**src/rtl/vco_sample_fifo.sv**
```systemverilog
`default_nettype none
// ============================================================================
// Module   : vco_sample_fifo
// Brief    : Circular sample FIFO behind vco_adc with level IRQ and sticky
//            overflow flag.
// Revision : 1.0
// ============================================================================
module vco_sample_fifo #(
  parameter int DATA_WIDTH = 32,
  parameter int DEPTH      = 16,
  parameter int ADDR_WIDTH = 4
) (
  input  logic                  clk,
  input  logic                  rst,
  input  logic [DATA_WIDTH-1:0] data_in,
  input  logic                  data_valid_in,
  input  logic                  clear_in,
  input  logic                  rd_en_in,
  input  logic [ADDR_WIDTH:0]   threshold_in,
  output logic [DATA_WIDTH-1:0] data_out,
  output logic                  rd_valid_out,
  output logic [ADDR_WIDTH:0]   level_out,
  output logic                  empty_out,
  output logic                  full_out,
  output logic                  overflow_out,
  output logic                  irq_out
);

  localparam logic [ADDR_WIDTH:0] c_DEPTH = (ADDR_WIDTH + 1)'(DEPTH);
  localparam logic [ADDR_WIDTH:0] c_ONE   = (ADDR_WIDTH + 1)'(1);

  logic [DATA_WIDTH-1:0] r_mem [DEPTH];
  logic [ADDR_WIDTH-1:0] r_wp;
  logic [ADDR_WIDTH-1:0] r_rp;
  logic [ADDR_WIDTH:0]   r_level;
  logic [DATA_WIDTH-1:0] r_data;
  logic                  r_rd_valid;
  logic                  r_overflow;

  logic w_empty;
  logic w_full;
  logic w_rd;
  logic w_wr;
  logic w_drop;

  assign w_empty = (r_level == '0);
  assign w_full  = (r_level == c_DEPTH);
  assign w_rd    = rd_en_in & ~w_empty;
  // A pop in the same cycle frees the slot, so a full FIFO still accepts.
  assign w_wr    = data_valid_in & (~w_full | w_rd);
  assign w_drop  = data_valid_in & w_full & ~w_rd;

  // Storage is deliberately left out of reset; pointers alone define contents.
  always_ff @(posedge clk) begin
    if (w_wr && !clear_in) begin
      r_mem[r_wp] <= data_in;
    end
  end

  always_ff @(posedge clk or posedge rst) begin
    if (rst) begin
      r_wp       <= '0;
      r_rp       <= '0;
      r_level    <= '0;
      r_data     <= '0;
      r_rd_valid <= 1'b0;
      r_overflow <= 1'b0;
    end else if (clear_in) begin
      r_wp       <= '0;
      r_rp       <= '0;
      r_level    <= '0;
      r_rd_valid <= 1'b0;
      r_overflow <= 1'b0;
    end else begin
      r_rd_valid <= w_rd;
      if (w_rd) begin
        r_data <= r_mem[r_rp];
        r_rp   <= r_rp + 1'b1;
      end
      if (w_wr) begin
        r_wp <= r_wp + 1'b1;
      end
      if (w_drop) begin
        r_overflow <= 1'b1;
      end
      if (w_wr && !w_rd) begin
        r_level <= r_level + c_ONE;
      end else if (w_rd && !w_wr) begin
        r_level <= r_level - c_ONE;
      end
    end
  end

  assign data_out     = r_data;
  assign rd_valid_out = r_rd_valid;
  assign level_out    = r_level;
  assign empty_out    = w_empty;
  assign full_out     = w_full;
  assign overflow_out = r_overflow;
  assign irq_out      = (threshold_in != '0) && (r_level >= threshold_in);

endmodule
`default_nettype wire

```
**config.mk**
```make
export PLATFORM = sky130hd
export DESIGN_NAME = vco_sample_fifo
export DESIGN_NICKNAME = d
export VERILOG_FILES = /design/src/rtl/vco_sample_fifo.sv
export SDC_FILE = /design/constraint.sdc
export NUM_CORES = 1
export LEC_CHECK = 0
export BUFFER_PORTS_ARGS = -buffer_cell sky130_fd_sc_hd__buf_2
export CAP_MARGIN = 20
export CORE_MARGIN = 3
export CORE_UTILIZATION = 35
export CTS_CLUSTER_SIZE = 10
export DETAILED_ROUTE_END_ITERATION = 8
export GPL_TIMING_DRIVEN = 0
export HOLD_SLACK_MARGIN = 0.06
export SETUP_SLACK_MARGIN = 0.4
export SYNTH_ARGS = -nofsm -noshare
export SYNTH_HDL_FRONTEND = slang
export SYNTH_SLANG_ARGS = --single-unit
```
**constraint.sdc**
```tcl
create_clock -name clk -period 2.7 [get_ports clk]
set_clock_uncertainty 0.1 [all_clocks]
set_input_delay 0.135 -clock clk [delete_from_list [all_inputs] [get_ports clk]]
set_output_delay 0.135 -clock clk [all_outputs]
set_load 0.005 [all_outputs]
```
# Yosys cells after proc, flatten, opt, wreduce, memory -nomap -nowiden
# Memories as Yosys holds them, arrays and structs flattened. A register that Yosys moved wholly into a read port is not among the register bits.
# Index checks and enable logic that the tools add are counted.
[word_totals] inputBits=42 memories=1 output_inout_bits=42 elab_cells=47 regBits=15 ramBits=512
[op_classes] mux=12 n_addsub=4 n_eq_ne=1 reduce_logical=14 order_cmp=1 bitwise_logic=9
[mem_list] memory="r_mem" words=16 word_bits=32 rd=1 rd_ports_with_merged_regs=1 write_ports=1 line="32" text="logic [DATA_WIDTH-1:0] r_mem [DEPTH];"
[op_table] operator="$mux 4" count=4
[op_table] operator="$mux 5" count=3
[op_table] operator="$add 4x1->4 const B" count=2
[op_table] operator="$reduce_bool 2->1" count=3
[op_table] operator="$add 5x1->5 const B" count=1
[op_table] operator="$eq 5x5->1 const B" count=1
[op_table] operator="$ge 5x5->1" count=1
[op_table] operator="$logic_not 5->1" count=1
[op_table] operator="$mux 1" count=5
[op_table] operator="$reduce_bool 5->1" count=1
[op_table] operator="$sub 5x1->5 const B" count=1
[op_table] operator="$and 1x1->1" count=4
[op_table] operator="$logic_and 1x1->1" count=4
[op_table] operator="$not 1->1" count=4
[op_table] operator="$logic_not 1->1" count=3
[op_table] operator="$reduce_bool 3->1" count=1
[op_table] operator="$reduce_and 2->1" count=1
[op_table] operator="$or 1x1->1" count=1

# Longest topological paths before layout
# Gate-level depths: netlist of run 1.
[depth] depth_word=10 mapped_depth=10 depth_no_buf=9

# Least setup slack after synthesis of run 1
# Ideal clock, no wire load.
[synth_timing] kind="register to register" start="register r_level[0], in the netlist level_out[0]" end="register r_level[4], in the netlist level_out[4]" n_path_buf=1 required_time_ps=2518 arrival_time_ps=2701 setup_time_ps=82 period_less_slack_ps=2883 slack_ps=-183 stages_incl_launch_ff=11 cell_sequence="dfrtp_1 -> or4_1 -> buf_2 -> o21ai_4 -> nand2_1 -> fa_1 -> nand3_1 -> nand2_1 -> or3_1 -> a21o_1 -> a31oi_1"
[synth_between] elab_chain_len=8 word_cells_on_any_way=17 classes_between="add/sub: 2; eq/ne: 1; mux: 3; bitwise: 5; reduce/logical: 6"
[synth_rtl] element="start, declared" line="35" text="logic [ADDR_WIDTH:0] r_level;"
[synth_rtl] element="start signal, assigned" line="87" text="r_level <= r_level + c_ONE;"
[synth_rtl] element="start signal, assigned" line="89" text="r_level <= r_level - c_ONE;"
[synth_rtl] element="branches (longest 8 deep; another with $sub 5x1->5)"
# Several ways; the timed one is not identified. The select of a mux whose other input is x is not followed.
# A chain may end at the register's enable or synchronous reset.

# Worst setup path after layout of run 1
[layout_timing] start="register r_level[2], in the netlist level_out[2]" end="register r_level[4], in the netlist level_out[4]"
# Same word-level chain as after synthesis.

==> results by group, run 1 <==
Outcome
  • Status: complete, no violations

STA
  • Final Cycle Share: 97.5%
  • Fin. Hold Viols: 0
  • Slew @ Worst Pin: 1090 ps
  • RSZ-0062 raised after global routing: yes
  • Final setup fails: 0
  • Worst slew margin: 27.1%
  • Post-layout min period: 2630 ps
  • Achievable Freq: 0.380 GHz
  • Hold Slack: 163 ps
  • Setup TNS Final: 0 ps
  • Max-slew violations: 0

Final layout
  • Nets@finish: 1,302
  • Layout Utilization: 44.1%
  • Number of diodes: 0
  • Area Overhead vs Synth: 23.6%
  • Reg area: 16,600 um2
  • Area of the multi-input gates: 5220 um2
  • Share of cells above drive strength 1: 36.7%
  • Fillers: 5,152
  • Fin area: 26,900 um2

Worst hold path
  • Hold Path Class: primary input to async pin

Clocking
  • CTS tree: yes
  • Clk sinks: 559
  • Num CTS Buffers: 66
  • Worst skew pair latency: 590 ps
  • CTS Buffer Depth: 3
  • Clock slew at reported path FFs: 50 ps
  • H-Tree Depth: 3
  • CTS root buf: clkbuf_16

Global route
  • GRT Total Usage: 17.0%
  • First-pass GRT wire length: 79,800 um
  • Grt total ovfl: 0
  • Number of global-route vias before repair: 11,335
  • Largest net degree at the start of global routing: 48
  • Initial antenna violation count: 1

Setup path
  • WP data required: 3100 ps
  • CP Data Arrival Time: 3030 ps
  • CP delay by family, top: simple AND/OR/NAND/NOR gates
  • Worst-path fanout max: 5
  • Critical Path Max Stage Delay: 540 ps
  • Buf/Inv on CP: 1
  • Setup Crit Path Kind: flop to flop
  • Max stage delay cell, worst path: or4_4
  • CP Capture Type: flop
  • Critical-path cell list: or4_4 -> buf_6 -> o21ai_4 -> nand2_4 -> fa_2 -> nand3_2 -> nand2_2 -> or3_1 -> a21o_1 -> a31oi_1
  • Worst setup SP type: flop

Yosys
  • Number of flops mapped to enable cells by yosys: 512
  • Top FF cell, synth: edfxtp_1
  • Synth cell types: 43
  • FFs w/ async S/R, synth: 8.41%
  • Yosys Warn Count: 0
  • Syn_nets: 1,042
  • Avg Cell Area, Syn: 22.1 um2
  • Sequential area share after synthesis: 76.0%
  • #FFs+latches synth: 559
  • Mapped cell area: 21,800 um2
  • Synthesized instance count: 985

Power and ir drop
  • Leak pwr: 8.74 nW
  • P per Cell Area: 772 nW/um2
  • Peak VDD IR: 0.387 mV

Routing
  • Drc violations: 0
  • Drt pass-1 iters: 5
  • Per-cell routed wire length: 26.5 um
  • WL final: 56,200 um
  • Via-per-instance ratio: 5.21
  • Iter 0 DRT Violations: 1,166
  • Vias after detailed routing: 11,066
  • Antenna viol nets, final: 0

Floorplanning
  • Row cnt: 90
  • Core footprint: 60,900 um2
  • Die X: 255 um
  • DIE AREA: 65,200 um2
  • Die Y: 255 um
  • IO Count: 84
  • Initial core utilization: 35.7%

Placement
  • Port bufs: 82
  • Final HPWL DP: 27,100 um
  • DP Area: 23,300 um2
  • Gpl congestion: 0.705

Run
  • Max_cap viols: 0
## layout by cell type (no fill, tap or decap), types with 4 or more instances in the layout
| master | n |
|---|---|
| a21oi_1 | 5 |
| and2_4 | 23 |
| and3_4 | 8 |
| buf_12 | 42 |
| buf_2 | 92 |
| buf_4 | 23 |
| buf_6 | 11 |
| clkbuf_1 | 50 |
| clkbuf_16 | 69 |
| clkbuf_2 | 11 |
| dfrtp_1 | 44 |
| dlygate4sd3_1 | 36 |
| edfxtp_1 | 512 |
| ha_1 | 12 |
| inv_1 | 8 |
| inv_6 | 5 |
| mux2i_1 | 64 |
| mux4_2 | 128 |
| nand2_1 | 36 |
| nand3_1 | 4 |
| nor2_1 | 16 |
| o221ai_2 | 30 |
| xnor2_1 | 4 |
| xor2_1 | 4 |
## per-layer routing
metal / vias up / part of all wire [%] / global-route usage (%)
li1: 4638 / - / -
met1: 5937 / 42 / 22.8
met2: 405 / 50 / 27.6
met3: 84 / 6.6 / 3.61
met4: 2 / 2.0 / 5.58
met5: - / 0.023 / 0
## cells by family (layout without fill, tap and decap cells)
kind of cell	Yosys count	after routing	synth area share [%]
muxes	197	197	16.4
DFF	559	559	76.0
adders and majority gates	15	15	0.897
AOI/OAI and AO/OA	48	48	2.63
xor gates and xnor gates	9	9	0.362
buffers and inverters	62	358	1.45
and+or+nand+nor	95	110	2.17
## Yosys cell counts, types with 5 or more instances
cell,instances,area (um2)
nor2_1,16,60.1
mux2i_1,65,651
and2_1,13,81.3
buf_1,9,33.8
buf_2,20,100
mux4_2,128,2880
nand3_1,5,25.0
clkbuf_1,18,67.6
o221ai_2,30,450
a21oi_1,6,30.0
nand2_1,39,146
inv_1,9,33.8
ha_1,14,175
xnor2_1,5,43.8
edfxtp_1,512,15400
dfrtp_1,47,1180
## state kept, by name, indices dropped and copies added, names as in the netlist
name and cells:
r_rp 4, r_wp 4, r_mem 512, overflow_out 1
data_out 32, rd_valid_out 1, level_out 5
## tightest hold or removal path, stage by stage
cell	delay, ps
dlygate4sd3_1	530
buf_2	130
inv_4	560
## path summary, 6_finish.rpt
kind	startpoint	to	slack, ps	depth (start not counted)
min in group clk	data_in[8]	r_mem[3][8]	380	2
min reg2reg	data_out[18]	data_out[18]	380	2
max reg2reg	level_out[2]	level_out[4]	70	10
min	rst	level_out[3]	160	3
max	level_out[2]	level_out[4]	70	10
max in group asynchronous	rst	level_out[2]	1760	3
## area by class of cell
type                       count  area share [%]
clock buffer                 110            6.83
inverter                      10           0.158
timing repair buffer         177            6.56
sequential                   559            61.6
buffer                        52            1.34
clock inverter                 9           0.293
multi-input combinational    379            19.4
tap                          828            3.85
## repair_timing
action,CTS,global route
resized for setup,63,16
hold endpoints to repair,567,0
hold buffers,36,0
pin swaps,19,9
setup endpoints to repair,551,551
setup buffers,10,47
cloned,12,5
## where the power goes
| group | internal (W) | switching [W] | leakage (nW) |
|---|---|---|---|
| Clock | 0.00466 | 0.00337 | 0.921 |
| Sequential | 0.00981 | 0.000256 | 5.21 |
| Combinational | 0.00124 | 0.00144 | 2.61 |
| Total | 0.0157 | 0.00506 | 8.74 |
## per-stage QoR
| step | setup WS, ps | total power [W] | std cells |
|---|---|---|---|
| 2_1_floorplan | -26.9 | 0.0116 | 985 |
| 6_report | 66.6 | 0.0208 | 2124 |
| 3_5_place_dp | -276 | 0.0126 | 1895 |
| 3_3_place_gp | -258 | 0.0126 | 1895 |
| 5_1_grt | -23.4 | 0.0216 | 2124 |
| 4_1_cts | 86.2 | 0.0208 | 2072 |
No activity file was read; power rests on OpenSTA's default activity.
==> run 2, diff against run 1 <==
- PLACE_DENSITY: default -> 0.51
==> run 2 against run 1 <==
  * Setup slack gained 29 ps
  * Global-route usage is 1.1 points higher
  * Via count up 2.0%
  * Final area up 0.41%
  * Count of clock-buffer cells in the layout is 4 higher
  * Sequential cell count unchanged
  * Fmax increased by 1.1%
  * First-iteration DRC count shrank 11%
  * Total power grew 3.0%
  * Non-clock buffer count down 10
==> results by group, run 2 (same netlist as run 1, synthesis figures left out) <==
Setup path
  • Reg-to-Reg Start: level_out[0]
  • Critical Path Max Stage Delay: 530 ps (about the same)
  • Max stage delay cell, worst path: or4_4
  • R2R Setup Slk: 100 ps (+30 ps)
  • Setup Crit Path Kind: flop to flop
  • Critical-path cell list: or4_4 -> buf_6 -> o21ai_4 -> nand2_4 -> fa_2 -> nand3_2 -> nand2_2 -> or3_1 -> a21o_1 -> a31oi_1
  • CP Capture Type: flop
  • Worst setup SP type: flop
  • WP data required: 3110 ps (about the same)
  • Reg2Reg Depth: 10 (unchanged)
  • Worst-path fanout max: 5 (unchanged)
  • R2R Path End: level_out[4]
  • CP Data Arrival Time: 3010 ps (-20 ps)

Placement
  • Gpl congestion: 0.694 (-1.6%)
  • Pre-CTS WS: -281 ps (-4.53 ps)
  • Total placed cells including tap cells: 1,898 (+0.16%)
  • Port bufs: 82 (unchanged)
  • Final HPWL DP: 28,400 um (+4.9%)

Floorplanning
  • Initial core utilization: 35.7% (unchanged)
  • IO Count: 84 (unchanged)
  • Row cnt: 90 (unchanged)
  • Die X: 255 um (unchanged)
  • DIE AREA: 65,200 um2 (unchanged)
  • Core footprint: 60,900 um2 (unchanged)
  • Die Y: 255 um (unchanged)

Power and ir drop
  • Internal power: 0.0162 W (+3.1%)
  • Seq pwr share: 47.2% (-1.3 points)
  • Leak pwr: 8.82 nW (+0.93%)
  • Peak VDD IR: 0.374 mV (-3.2%)
  • P per Cell Area: 792 nW/um2 (+2.6%)
  • Clock power frac: 39.5% (+0.9 points)
  • Sw frac: 24.3% (-0.087 points)
  • Psw: 0.00520 W (+2.6%)
  • Comb pwr share: 13.4% (+0.5 points)

Clocking
  • CTS tree: yes
  • Num CTS Buffers: 67 (+1.5%)
  • Clk sinks: 559 (unchanged)
  • Worst skew pair latency: 590 ps (about the same)
  • CTS Buffer Depth: 3 (unchanged)
  • H-Tree Depth: 3 (unchanged)
  • CTS root buf: clkbuf_16
  • Clock slew at reported path FFs: 60 ps (about the same)

STA
  • Max-slew violations: 0 (unchanged)
  • Post-layout min period: 2600 ps (-29.5 ps)
  • Hold Slack: 374 ps (+210 ps)
  • Slew @ Worst Pin: 1100 ps (+10.2 ps)
  • Worst slew margin: 26.5% (-0.68 points)
  • Achievable Freq: 0.384 GHz (+1.1%)
  • RSZ-0062 raised after global routing: yes
  • Fin worst setup slack: 96.0 ps (+29.5 ps)
  • Fin. Hold Viols: 0 (unchanged)
  • Final Cycle Share: 96.4% (-1.1 points)
  • Final setup fails: 0 (unchanged)

Routing
  • Per-cell routed wire length: 28.2 um (+6.7%)
  • Vias after detailed routing: 11,289 (+2.0%)
  • Antenna viol nets, final: 0 (unchanged)
  • Drt pass-1 iters: 5 (unchanged)
  • Via-per-instance ratio: 5.29 (+1.5%)
  • Drc violations: 0 (unchanged)
  • Iter 0 DRT Violations: 1,034 (-11%)
  • WL final: 60,300 um (+7.2%)

Final layout
  • Nets@finish: 1,310 (+0.61%)
  • Fillers: 5,228 (+1.5%)
  • Number of diodes: 0 (unchanged)
  • Most frequent cells in the layout: edfxtp_1, mux4_2, buf_2, clkbuf_16, mux2i_1
  • Share of cells above drive strength 1: 37.3% (+0.64 points)
  • Commonest non-fill, non-tap cell in the layout: edfxtp_1
  • Area Overhead vs Synth: 24.1%
  • Max FFs per register: 512 (unchanged)
  • Biggest register: r_mem
  • Layout Utilization: 44.3% (+0.18 points)
  • Finished Layout Cells: 2,134 (+0.47%)

Run
  • Max_cap viols: 0 (unchanged)

Worst hold path
  • Worst hold stages: 2
  • Hold Crit Endpoint: r_mem[4][26]
  • Hold path start: data_in[26]
  • Hold Path Class: primary input to flop

Global route
  • First-pass GRT wire length: 84,300 um (+5.6%)
  • GRT Total Usage: 18.1% (+1.1 points)
  • Number of global-route vias before repair: 11,642 (+2.7%)
  • Initial antenna violation count: 2 (+1)
  • Grt total ovfl: 0 (unchanged)
  • Largest net degree at the start of global routing: 48 (unchanged)

Outcome
  • Status: complete, no violations
[run 2: changes by cell type in the layout (fill, tap and decap cells not counted), moves of 4 or more]
cell	previous run	this run
inv_6	5	1
buf_8	0	6
buf_6	11	16
and2_4	23	40
buf_12	42	19
buf_16	0	5
[run 2: layer usage]
layer	up-vias	wire (um)	share of wire [%]	track usage [%]
met2	405	28700	48	29.1
met3	99	3990	6.6	2.97
met1	6100	25800	43	25.1
met5	-	24	0.040	0
li1	4681	-	-	-
met4	4	1770	2.9	6.12
[run 2: power groups by stage]
stage / sequential (W) / clock (W) / combinational, W
global placement: 0.0103 / 0 / 0.00230
CTS: 0.0101 / 0.00863 / 0.00280
detailed placement: 0.0103 / 0 / 0.00235
finish: 0.0101 / 0.00845 / 0.00286
floorplan: 0.0102 / 0 / 0.00141
global route: 0.0101 / 0.00898 / 0.00310
[run 2: timing repair]
item                                    CTS  global route
endpoints found under the setup margin  551           550
hold buffers                             37             0
hold endpoints to repair                564             0
gates cloned                             27            11
pin swaps                                21            12
gates resized for setup                  96            25
buffers inserted                         23            15
[run 2: worst max-delay path by stage]
stage / startpoint / endpoint / cells past startpoint
final: level_out[0] / level_out[4] / 10
after global routing: level_out[0] / level_out[4] / 10
after CTS: level_out[0] / level_out[4] / 10
after detailed placement: level_out[2] / level_out[4] / 10
after global placement: rst / level_out[1] / 2
after floorplan: level_out[2] / level_out[4] / 10
[run 2: worst max-delay path: cells and delay by family, from the launching register on]
kind	cells	cell delay, ps
buffers and inverters	1	150
AOI/OAI and AO/OA	3	420
and+or+nand+nor	5	1060
DFF	1	420
adders and majority gates	1	360
[run 2: per-stage QoR]
stage | power, W | instance area, um2 | setup TNS (ps)
final | 0.0214 | 27000 | 0
after global routing | 0.0222 | 27000 | -1.88
after CTS | 0.0215 | 26600 | 0
after detailed placement | 0.0126 | 23400 | -35920
after global placement | 0.0126 | 23300 | -36930
after floorplan | 0.0116 | 21900 | -26.9
[run 2: cell type report]
cell class / count / area (um2) / share of cell area [%]
Clock buffer: 114 / 1920 / 7.10
Timing Repair Buffer: 167 / 1520 / 5.63
Multi-Input combinational cell: 396 / 5380 / 19.9
Clock inverter: 8 / 128 / 0.473
Tap cell: 828 / 1040 / 3.84
Inverter: 10 / 42.5 / 0.158
Buffer: 52 / 427 / 1.58
Sequential cell: 559 / 16600 / 61.3
